File: config.mk
export PLATFORM = sky130hd
export DESIGN_NAME = multicycle_controller_flat
export DESIGN_NICKNAME = d
export VERILOG_FILES = /design/src/rtl/multicycle_controller_pkg.sv /design/src/rtl/multicycle_controller_if.sv /design/src/rtl/multicycle_controller_alu_control.sv /design/src/rtl/multicycle_controller.sv /design/src/flat_wrapper.sv
export SDC_FILE = /design/constraint.sdc
export NUM_CORES = 1
export LEC_CHECK = 0
export CORE_MARGIN = 3
export CORE_UTILIZATION = 39
export CTS_CLUSTER_DIAMETER = 150
export DETAILED_ROUTE_END_ITERATION = 12
export PLACE_DENSITY = 0.87
export SYNTH_ARGS = -nofsm -noshare
export SYNTH_HDL_FRONTEND = slang
export SYNTH_SLANG_ARGS = --single-unit
File: constraint.sdc
create_clock -name clk -period 1.71 [get_ports clk]
set_input_delay 0.342 -clock clk [delete_from_list [all_inputs] [get_ports clk]]
set_output_delay 0.342 -clock clk [all_outputs]
set_load 0.02 [all_outputs]
File: src/rtl/multicycle_controller_pkg.sv
// control_defs: shared encodings for the multicycle MIPS controller,
// its datapath and benches.
//   - state_t: controller state codes (exposed on the debug state port)
//   - opcode / funct field values for the supported instructions
//   - select encodings for alu_op, reg_dst, wb_sel, alu_src_b, pc_src
package control_defs;

    typedef enum logic [3:0] {
        S_FETCH    = 4'd0,
        S_DECODE   = 4'd1,
        S_MEM_ADDR = 4'd2,
        S_LW_READ  = 4'd3,
        S_LW_WB    = 4'd4,
        S_SW_WRITE = 4'd5,
        S_R_EXEC   = 4'd6,
        S_R_WB     = 4'd7,
        S_I_EXEC   = 4'd8,
        S_I_WB     = 4'd9,
        S_BRANCH   = 4'd10,
        S_JUMP     = 4'd11,
        S_JR       = 4'd12,
        S_ILLEGAL  = 4'd13
    } state_t;

    localparam logic [5:0] OP_RTYPE = 6'b000000;
    localparam logic [5:0] OP_J     = 6'b000010;
    localparam logic [5:0] OP_JAL   = 6'b000011;
    localparam logic [5:0] OP_BNE   = 6'b000101;
    localparam logic [5:0] OP_ADDI  = 6'b001000;
    localparam logic [5:0] OP_XORI  = 6'b001110;
    localparam logic [5:0] OP_LW    = 6'b100011;
    localparam logic [5:0] OP_SW    = 6'b101011;

    localparam logic [5:0] FN_JR  = 6'b001000;
    localparam logic [5:0] FN_ADD = 6'b100000;
    localparam logic [5:0] FN_SUB = 6'b100010;
    localparam logic [5:0] FN_SLT = 6'b101010;

    localparam logic [2:0] ALU_ADD = 3'd0;
    localparam logic [2:0] ALU_SUB = 3'd1;
    localparam logic [2:0] ALU_XOR = 3'd2;
    localparam logic [2:0] ALU_SLT = 3'd3;

    localparam logic [1:0] REG_DST_RT  = 2'd0;
    localparam logic [1:0] REG_DST_RD  = 2'd1;
    localparam logic [1:0] REG_DST_R31 = 2'd2;

    localparam logic [1:0] WB_ALUOUT = 2'd0;
    localparam logic [1:0] WB_MDR    = 2'd1;
    localparam logic [1:0] WB_PC     = 2'd2;

    localparam logic       SRC_A_PC   = 1'b0;
    localparam logic       SRC_A_REGA = 1'b1;

    localparam logic [1:0] SRC_B_REGB    = 2'd0;
    localparam logic [1:0] SRC_B_FOUR    = 2'd1;
    localparam logic [1:0] SRC_B_IMM     = 2'd2;
    localparam logic [1:0] SRC_B_IMM_SH2 = 2'd3;

    localparam logic       EXT_SIGN = 1'b0;
    localparam logic       EXT_ZERO = 1'b1;

    localparam logic       ADDR_PC     = 1'b0;
    localparam logic       ADDR_ALUOUT = 1'b1;

    localparam logic [1:0] PC_SRC_ALU     = 2'd0;
    localparam logic [1:0] PC_SRC_ALUOUT  = 2'd1;
    localparam logic [1:0] PC_SRC_JTARGET = 2'd2;
    localparam logic [1:0] PC_SRC_REGA    = 2'd3;

endpackage

File: src/rtl/multicycle_controller_if.sv
// Controller <-> datapath bundle.
//   datapath -> controller: op, funct (decoded IR fields), zero (ALU flag)
//   controller -> datapath: write enables, mux selects, alu_op,
//                           retire, illegal, debug state
// master = controller side, slave = datapath side.
interface multicycle_controller_if;
    logic [5:0] op;
    logic [5:0] funct;
    logic       zero;

    logic       pc_we;
    logic       ir_we;
    logic       mem_we;
    logic       mem_addr_sel;
    logic       reg_we;
    logic [1:0] reg_dst;
    logic [1:0] wb_sel;
    logic       alu_src_a;
    logic [1:0] alu_src_b;
    logic       ext_sel;
    logic [2:0] alu_op;
    logic [1:0] pc_src;
    logic       retire;
    logic       illegal;
    logic [3:0] state;

    modport master (
        input  op, funct, zero,
        output pc_we, ir_we, mem_we, mem_addr_sel, reg_we, reg_dst, wb_sel,
               alu_src_a, alu_src_b, ext_sel, alu_op, pc_src, retire,
               illegal, state
    );

    modport slave (
        output op, funct, zero,
        input  pc_we, ir_we, mem_we, mem_addr_sel, reg_we, reg_dst, wb_sel,
               alu_src_a, alu_src_b, ext_sel, alu_op, pc_src, retire,
               illegal, state
    );
endinterface

File: src/rtl/multicycle_controller_alu_control.sv
// alu_control: maps the R-type funct field to an ALU operation.
//   funct  in  6  instruction[5:0]
//   alu_op out 3  ADD for add and for any unrecognised funct, SUB, SLT
module alu_control
    import control_defs::*;
(
    input  logic [5:0] funct,
    output logic [2:0] alu_op
);
    always_comb begin
        alu_op = ALU_ADD;
        case (funct)
            FN_SUB:  alu_op = ALU_SUB;
            FN_SLT:  alu_op = ALU_SLT;
            default: alu_op = ALU_ADD;
        endcase
    end
endmodule

File: src/rtl/multicycle_controller.sv
// multicycle_controller: Moore control FSM sequencing the multicycle MIPS
// datapath (one state per cycle; BNE's pc_we is the only Mealy output).
//   clk    in   rising-edge clock
//   reset  in   synchronous active-high reset
//   bus    master modport: op/funct/zero in, all enables/selects out,
//          retire (last cycle of an instruction), illegal (sticky), state
module multicycle_controller
    import control_defs::*;
#(
    parameter logic [3:0] RESET_STATE = 4'd0
) (
    input  logic                        clk,
    input  logic                        reset,
    multicycle_controller_if.master     bus
);
    state_t     state_q;
    state_t     state_d;
    logic [2:0] r_alu_op;

    alu_control u_alu_control (
        .funct  (bus.funct),
        .alu_op (r_alu_op)
    );

    always_ff @(posedge clk) begin
        if (reset) state_q <= state_t'(RESET_STATE);
        else       state_q <= state_d;
    end

    assign bus.state = state_q;

    always_comb begin
        state_d          = S_ILLEGAL;
        bus.pc_we        = 1'b0;
        bus.ir_we        = 1'b0;
        bus.mem_we       = 1'b0;
        bus.mem_addr_sel = ADDR_PC;
        bus.reg_we       = 1'b0;
        bus.reg_dst      = REG_DST_RT;
        bus.wb_sel       = WB_ALUOUT;
        bus.alu_src_a    = SRC_A_PC;
        bus.alu_src_b    = SRC_B_REGB;
        bus.ext_sel      = EXT_SIGN;
        bus.alu_op       = ALU_ADD;
        bus.pc_src       = PC_SRC_ALU;
        bus.retire       = 1'b0;
        bus.illegal      = 1'b0;

        case (state_q)
            S_FETCH: begin
                bus.ir_we     = 1'b1;
                bus.alu_src_b = SRC_B_FOUR;
                bus.pc_we     = 1'b1;
                state_d       = S_DECODE;
            end
            S_DECODE: begin
                // Speculative branch target into ALUOut.
                bus.alu_src_b = SRC_B_IMM_SH2;
                case (bus.op)
                    OP_LW, OP_SW:     state_d = S_MEM_ADDR;
                    OP_RTYPE: begin
                        if (bus.funct == FN_JR)
                            state_d = S_JR;
                        else if (bus.funct == FN_ADD || bus.funct == FN_SUB ||
                                 bus.funct == FN_SLT)
                            state_d = S_R_EXEC;
                        else
                            state_d = S_ILLEGAL;
                    end
                    OP_ADDI, OP_XORI: state_d = S_I_EXEC;
                    OP_BNE:           state_d = S_BRANCH;
                    OP_J, OP_JAL:     state_d = S_JUMP;
                    default:          state_d = S_ILLEGAL;
                endcase
            end
            S_MEM_ADDR: begin
                bus.alu_src_a = SRC_A_REGA;
                bus.alu_src_b = SRC_B_IMM;
                state_d       = (bus.op == OP_LW) ? S_LW_READ : S_SW_WRITE;
            end
            S_LW_READ: begin
                bus.mem_addr_sel = ADDR_ALUOUT;
                state_d          = S_LW_WB;
            end
            S_LW_WB: begin
                bus.reg_we  = 1'b1;
                bus.reg_dst = REG_DST_RT;
                bus.wb_sel  = WB_MDR;
                bus.retire  = 1'b1;
                state_d     = S_FETCH;
            end
            S_SW_WRITE: begin
                bus.mem_addr_sel = ADDR_ALUOUT;
                bus.mem_we       = 1'b1;
                bus.retire       = 1'b1;
                state_d          = S_FETCH;
            end
            S_R_EXEC: begin
                bus.alu_src_a = SRC_A_REGA;
                bus.alu_op    = r_alu_op;
                state_d       = S_R_WB;
            end
            S_R_WB: begin
                bus.reg_we  = 1'b1;
                bus.reg_dst = REG_DST_RD;
                bus.retire  = 1'b1;
                state_d     = S_FETCH;
            end
            S_I_EXEC: begin
                bus.alu_src_a = SRC_A_REGA;
                bus.alu_src_b = SRC_B_IMM;
                if (bus.op == OP_XORI) begin
                    bus.ext_sel = EXT_ZERO;
                    bus.alu_op  = ALU_XOR;
                end
                state_d = S_I_WB;
            end
            S_I_WB: begin
                bus.reg_we = 1'b1;
                bus.retire = 1'b1;
                state_d    = S_FETCH;
            end
            S_BRANCH: begin
                bus.alu_src_a = SRC_A_REGA;
                bus.alu_op    = ALU_SUB;
                bus.pc_src    = PC_SRC_ALUOUT;
                bus.pc_we     = ~bus.zero;
                bus.retire    = 1'b1;
                state_d       = S_FETCH;
            end
            S_JUMP: begin
                bus.pc_src = PC_SRC_JTARGET;
                bus.pc_we  = 1'b1;
                bus.retire = 1'b1;
                // JAL links PC+4, which the PC still holds in this cycle.
                if (bus.op == OP_JAL) begin
                    bus.reg_we  = 1'b1;
                    bus.reg_dst = REG_DST_R31;
                    bus.wb_sel  = WB_PC;
                end
                state_d = S_FETCH;
            end
            S_JR: begin
                bus.pc_src = PC_SRC_REGA;
                bus.pc_we  = 1'b1;
                bus.retire = 1'b1;
                state_d    = S_FETCH;
            end
            S_ILLEGAL: begin
                bus.illegal = 1'b1;
                state_d     = S_ILLEGAL;
            end
            default: state_d = S_ILLEGAL;
        endcase

        // Reset suppresses every side effect of the state being aborted.
        if (reset) begin
            bus.pc_we   = 1'b0;
            bus.ir_we   = 1'b0;
            bus.mem_we  = 1'b0;
            bus.reg_we  = 1'b0;
            bus.retire  = 1'b0;
            bus.illegal = 1'b0;
        end
    end
endmodule

File: src/flat_wrapper.sv
// flat-port wrapper written by rule: the top's interface ports become plain ports
module multicycle_controller_flat import control_defs::*;
#(
    parameter logic [3:0] RESET_STATE = 4'd0
)
  (clk, reset, bus_op, bus_funct, bus_zero, bus_pc_we, bus_ir_we, bus_mem_we, bus_mem_addr_sel, bus_reg_we, bus_reg_dst, bus_wb_sel, bus_alu_src_a, bus_alu_src_b, bus_ext_sel, bus_alu_op, bus_pc_src, bus_retire, bus_illegal, bus_state);
  multicycle_controller_if bus_i ();
  input  logic clk;
  input  logic reset;
  input wire logic [$bits(bus_i.op)-1:0] bus_op;
  input wire logic [$bits(bus_i.funct)-1:0] bus_funct;
  input wire logic [$bits(bus_i.zero)-1:0] bus_zero;
  output wire logic [$bits(bus_i.pc_we)-1:0] bus_pc_we;
  output wire logic [$bits(bus_i.ir_we)-1:0] bus_ir_we;
  output wire logic [$bits(bus_i.mem_we)-1:0] bus_mem_we;
  output wire logic [$bits(bus_i.mem_addr_sel)-1:0] bus_mem_addr_sel;
  output wire logic [$bits(bus_i.reg_we)-1:0] bus_reg_we;
  output wire logic [$bits(bus_i.reg_dst)-1:0] bus_reg_dst;
  output wire logic [$bits(bus_i.wb_sel)-1:0] bus_wb_sel;
  output wire logic [$bits(bus_i.alu_src_a)-1:0] bus_alu_src_a;
  output wire logic [$bits(bus_i.alu_src_b)-1:0] bus_alu_src_b;
  output wire logic [$bits(bus_i.ext_sel)-1:0] bus_ext_sel;
  output wire logic [$bits(bus_i.alu_op)-1:0] bus_alu_op;
  output wire logic [$bits(bus_i.pc_src)-1:0] bus_pc_src;
  output wire logic [$bits(bus_i.retire)-1:0] bus_retire;
  output wire logic [$bits(bus_i.illegal)-1:0] bus_illegal;
  output wire logic [$bits(bus_i.state)-1:0] bus_state;
  assign bus_i.op = bus_op;
  assign bus_i.funct = bus_funct;
  assign bus_i.zero = bus_zero;
  assign bus_pc_we = bus_i.pc_we;
  assign bus_ir_we = bus_i.ir_we;
  assign bus_mem_we = bus_i.mem_we;
  assign bus_mem_addr_sel = bus_i.mem_addr_sel;
  assign bus_reg_we = bus_i.reg_we;
  assign bus_reg_dst = bus_i.reg_dst;
  assign bus_wb_sel = bus_i.wb_sel;
  assign bus_alu_src_a = bus_i.alu_src_a;
  assign bus_alu_src_b = bus_i.alu_src_b;
  assign bus_ext_sel = bus_i.ext_sel;
  assign bus_alu_op = bus_i.alu_op;
  assign bus_pc_src = bus_i.pc_src;
  assign bus_retire = bus_i.retire;
  assign bus_illegal = bus_i.illegal;
  assign bus_state = bus_i.state;
  multicycle_controller #(.RESET_STATE(RESET_STATE)) u_core (.clk(clk), .reset(reset), .bus(bus_i));
endmodule
==> run metrics, run 1 <==
Layout area overhead 107%; status finished with violations; total wire length 3990 um; Max clock buf depth 2; Worst path top cell family by delay simple AND/OR/NAND/NOR gates; DIE HEIGHT between 40 and 50 um; FF-to-FF path depth 7; vias in the first global route 1,218; Max-Cap Viols 0; H-tree levels 1; IO buf count 37; Post-Syn Area between 700 and 800 um^2; Root Buffer clkbuf_4; first-pass GRT wire length slightly above 6000 um; crit path cell chain and2b_2 > nand4_1 > o21ai_1 > a22oi_1 > nor2_1 > buf_4; CTS tree yes; Cell variety after synth between 40 and 50; Worst Setup End Kind output port; P per Cell Area ~550 nW/um^2; clock latency on the worst-skew pair between 0.2 and 0.25 ns; Largest stage delay, worst path 0.35 ns; initial antenna violation count 0; Comb power frac 71.7%; register share of total power 14.7%; largest area contributor in the netlist nor2_1; TritonRoute pass-1 iters 4; Final Power 0.854 mW; largest net degree at the start of global routing 15; Slew Limit Fails 0; Syn Area/Cell 6.30 um^2; main area contributors after synthesis nor2_1, dfxtp_1, nand2_1; width of the die 49.8 um; maximum fanout along the worst path 4; leakage power 0.710 nW; global-route usage over all layers 31.4%; total congestion overflow 0; Synth warnings 0; WP data required 1.37 ns; most common cell after layout, fill and taps aside buf_4; Initial Utilization approximately 42%; core area 1760 um^2; top cell type's share of synthesized area 11.0%; Setup TNS -0.309 ns; Seq/Total Area, Yosys a little over a tenth; RePlAce Congestion 0.959; Hold Path Depth 3; drt drc 0; Wirelength per Cell 18.3 um; max reg flops 4; ys async rst share 0%; failing checks setup timing; layout cells sized above 1 54.4%; Seq cells post-synth 4; vias per inst 5.90; clk slew on worst S/H paths ~0.040 ns; data arrival time of the critical path 1.60 ns; CP startpoint kind register; Final nets between 200 and 250; maximum vdd drop 0.396 mV; die area 2480 um^2; vias post-DR approximately 1,300; Final Hold Fails 0; IO Pins 39; commonest cells after routing, fill and taps aside buf_4, nor2_1, dlygate4sd2_1; Worst path slowest cell dfxtp_4; switching share of power between 40% and 50%; TritonCTS Sinks 4; clk_skew ~0.00073 ns; min-delay worst type primary input to register; clock power share between 10% and 20%; pre-CTS setup slack -0.700 ns; switching power 0.389 mW; Antenna Violating Nets Remaining 0; crit path time final 1.94 ns; Post-Syn Nets 134; total CTS buffers 3; Most used DFF post-synth dfxtp_1; HPWL after DPL approximately 2500 um; count of hold-fix buffers inserted at cts 0; Max Clk Rate 515 MHz; initial drt markers 60; Cells after Synth 119; antenna cell count 0; WS Path Type register to output port; worst setup margin -0.230 ns; P_int between 0.4 and 0.5 mW; number of flops mapped to enable cells by yosys 0; # rows 15; setup violators final 3; Final Cycle Share 113%; Critical Path Stages 6; Crit path buffers/inverters 1; RSZ-0062 raised after global routing true
-- cells by family after synthesis --
family          Yosys count  synth area share [%]
xor+xnor                  5                  5.84
flops                     4                  10.7
compound gates           26                  21.7
buf+inv                  13                  9.51
other cells               1                 0.500
simple gates             70                  51.8
-- area by class of cell --
| class | instances | area [um^2] |
|---|---|---|
| fill | 101 | 216 |
| multi-input combinational | 102 | 738 |
| sequential | 4 | 92.6 |
| tap | 25 | 31.3 |
| clock buffer | 3 | 22.5 |
| timing repair buffer | 81 | 652 |
| inverter | 3 | 11.3 |
-- per-stage QoR --
| step | util, % | area (um^2) | hold WS [ns] | instances |
|---|---|---|---|---|
| 2_1_floorplan | - | 768 | 0.517 | 119 |
| 3_3_place_gp | 79.9 | 1410 | 0.741 | 211 |
| 3_5_place_dp | 79.9 | 1410 | 0.755 | 211 |
| 4_1_cts | 83.5 | 1470 | 0.660 | 216 |
| 5_1_grt | 87.7 | 1550 | 0.706 | 218 |
| 6_report | 87.7 | 1550 | 0.703 | 218 |
-- power by group through the flow --
stage / Clock (mW) / Combinational [mW] / Sequential [mW]
4_1_cts: 0.119 / 0.539 / 0.123
6_report: 0.116 / 0.613 / 0.126
3_5_place_dp: 0 / 0.532 / 0.117
5_1_grt: 0.121 / 0.640 / 0.128
3_3_place_gp: 0 / 0.511 / 0.116
2_1_floorplan: 0 / 0.250 / 0.132
-- synth_stat cells, drive strengths merged, types with 2 or more instances --
cell type	count
a21boi	2
a21oi	6
a22oi	2
and2	3
and3	3
buf	8
clkbuf	2
dfxtp	4
inv	3
nand2	11
nand2b	4
nand3	4
nand3b	2
nand4	2
nor2	24
nor2b	2
nor3	5
nor3b	3
nor4b	2
o21ai	9
o31ai	3
xnor2	3
xor2	2
-- worst register-to-register path: cells and delay by family, from the launching register on --
| kind | cells | cell delay, ns |
|---|---|---|
| simple gates | 2 | 0.52 |
| flops | 1 | 0.37 |
| buf+inv | 4 | 0.47 |
| compound gates | 1 | 0.20 |
-- repair_timing --
| item | in CTS | in global routing |
|---|---|---|
| pin swaps | 8 | 9 |
| setup buffers | 2 | 3 |
| gates resized for setup | 116 | 32 |
| gates cloned | 0 | 0 |
| endpoints found under the setup margin | 22 | 18 |
-- metal layers --
layer / share of wire, % / global-route usage [%]
met1: 36 / 30.8
met5: 0 / 0
met3: 7.6 / 3.63
met2: 52 / 61.7
met4: 3.8 / 18.0
-- path summary, 6_finish.rpt --
kind                                  start                        endpoint  slack [ns]
max          u_core.bus.state[2]$_SDFF_PP0_                      bus_reg_we       -0.23
min                                   reset  u_core.bus.state[0]$_SDFF_PP0_        0.70
max reg2reg  u_core.bus.state[1]$_SDFF_PP0_  u_core.bus.state[1]$_SDFF_PP0_        0.04
min reg2reg  u_core.bus.state[3]$_SDFF_PP0_  u_core.bus.state[3]$_SDFF_PP0_        0.77
(Power assumes the default switching activity.)
==> run 2, diff against run 1 <==
--- a/config.mk
+++ b/config.mk
@@ -5,11 +5,14 @@
 export SDC_FILE = /design/constraint.sdc
 export NUM_CORES = 1
 export LEC_CHECK = 0
+export CELL_PAD_IN_SITES_DETAIL_PLACEMENT = 1
+export CELL_PAD_IN_SITES_GLOBAL_PLACEMENT = 1
 export CORE_MARGIN = 3
-export CORE_UTILIZATION = 39
+export CORE_UTILIZATION = 25
 export CTS_CLUSTER_DIAMETER = 150
 export DETAILED_ROUTE_END_ITERATION = 12
-export PLACE_DENSITY = 0.87
+export PLACE_DENSITY = 0.86
+export SLEW_MARGIN = 20
 export SYNTH_ARGS = -nofsm -noshare
 export SYNTH_HDL_FRONTEND = slang
 export SYNTH_SLANG_ARGS = --single-unit
==> run metrics, run 2 (same netlist as run 1, synthesis figures left out) <==
initial drt markers 19; most common cell after layout, fill and taps aside buf_4; total wire length 3650 um; crit path cell chain and2b_2 > nand4_1 > o21ai_1 > a22oi_1 > nor2_1 > buf_4; layout cells sized above 1 49.2%; maximum fanout along the worst path 5; Layout area overhead 98.8%; Setup TNS -0.172 ns; FF-to-FF path depth 7; WS Path Type register to output port; drt drc 0; Final nets approximately 210; Worst path slowest cell dfxtp_2; count of hold-fix buffers inserted at cts 0; worst setup margin -0.0904 ns; DIE HEIGHT 60.8 um; largest net degree at the start of global routing 10; Worst path top cell family by delay simple AND/OR/NAND/NOR gates; placed cell areas 1410 um^2; die area 3690 um^2; IO buf count 37; commonest cells after routing, fill and taps aside buf_4, nor2_1, dlygate4sd2_1; clock latency on the worst-skew pair ~0.25 ns; # rows 19; Crit path buffers/inverters 1; crit path time final 1.80 ns; total CTS buffers 3; Final Power 0.796 mW; Initial Utilization 26.7%; P per Cell Area 534 nW/um^2; Final Cycle Share 105%; maximum vdd drop 0.176 mV; Final Cell Area 1490 um^2; Reg2Reg Launch Point u_core.bus.state[3]$_SDFF_PP0_; Max-Cap Viols 0; HPWL after DPL 2770 um; width of the die about 60 um; Worst Setup End Kind output port; Slew Limit Fails 0; Seq. cell area about 90 um^2; initial antenna violation count 0; Fin Hold WS 0.649 ns; RSZ-0062 raised after global routing true; RePlAce Congestion 0.795; antenna cell count 0; data arrival time of the critical path 1.46 ns; status finished with violations; min-delay worst type primary input to register; Worst Hold End u_core.bus.state[1]$_SDFF_PP0_; total congestion overflow 0; CP startpoint kind register; Max Clk Rate 555 MHz; first-pass GRT wire length 5570 um; max reg flops 4; Largest stage delay, worst path 0.34 ns; reg-to-reg slack, setup 0.22 ns; clk slew on worst S/H paths 0.04 ns; global-route usage over all layers 20.3%; failing checks setup timing; WP data required 1.37 ns; fillers 352; Root Buffer clkbuf_4; final core occ 53.1%; CTS tree yes; vias post-DR 1,147; Wirelength per Cell ~16 um; clk_skew approximately 0.00027 ns; IO Pins 39; min-delay src bus_op[4]; core area between 2000 and 3000 um^2; TritonRoute pass-1 iters 4; Final Hold Fails 0; Max clock buf depth 2; H-tree levels 1; setup violators final 3; Hold Path Depth 4; vias in the first global route roughly 1,200; vias per inst 5.17; TritonCTS Sinks 4; Reg2Reg Capture Point u_core.bus.state[2]$_SDFF_PP0_; Antenna Violating Nets Remaining 0; footprint of the multi-input gates 687 um^2; leakage power between 0.7 and 0.8 nW
-- run 2: changes by cell type in the layout (fill, tap and decap cells not counted), moves of 3 or more --
cell / before / now
buf_6: 8 / 4
clkdlybuf4s50_1: 6 / 3
dlymetal6s2s_1: 0 / 3
nor2_1: 15 / 18
-- run 2: tightest hold or removal path: cells and delay by family --
family | cells | cell delay [ns]
compound gates | 1 | 0.05
buf+inv | 2 | 0.36
simple gates | 1 | 0.10
-- run 2: per-layer routing --
layer,up-vias,track usage [%],part of all wire [%]
met4,0,8.36,3.3
li1,561,-,-
met5,-,0,0
met3,11,1.28,3.0
met1,541,21.7,37
met2,34,40.3,57
-- run 2: repair_timing --
| action | 4_1_cts | 5_1_grt |
|---|---|---|
| pin swaps | 10 | 3 |
| gates resized for setup | 105 | 27 |
| buffers inserted | 2 | 1 |
| hold endpoints to repair | 0 | 0 |
| setup endpoints to repair | 24 | 20 |
-- run 2: worst max path at each step --
stage	start	to	slack, ns	depth (start not counted)
2_1_floorplan	u_core.bus.state[3]$_SDFF_PP0_	bus_reg_we	0.009	5
3_3_place_gp	bus_op[1]	bus_reg_we	-0.66	7
3_5_place_dp	bus_op[1]	bus_reg_we	-0.72	7
4_1_cts	u_core.bus.state[2]$_SDFF_PP0_	bus_reg_we	-0.09	6
5_1_grt	u_core.bus.state[2]$_SDFF_PP0_	bus_reg_we	-0.20	6
6_report	u_core.bus.state[2]$_SDFF_PP0_	bus_reg_we	-0.09	6
-- run 2: area by class of cell --
type | instances | share of cell area (%)
Clock buffer | 3 | 1.51
Inverter | 3 | 0.924
Multi-Input combinational cell | 102 | 46.1
Sequential cell | 4 | 6.05
Tap cell | 31 | 2.60
Timing Repair Buffer | 79 | 42.8
-- run 2: stage by stage --
step,instances,worst slack (ns)
after CTS,221,-0.0903
after floorplan,119,0.00859
final,222,-0.0904
after detailed placement,216,-0.718
after global routing,222,-0.202
after global placement,216,-0.661
-- run 2: where the power goes --
group	leakage (nW)	internal (mW)	switching, mW	total (mW)
Sequential	0.0350	0.107	0.0168	0.123
Combinational	0.678	0.251	0.293	0.544
Clock	0.0138	0.0792	0.0494	0.129
Total	0.726	0.437	0.359	0.796
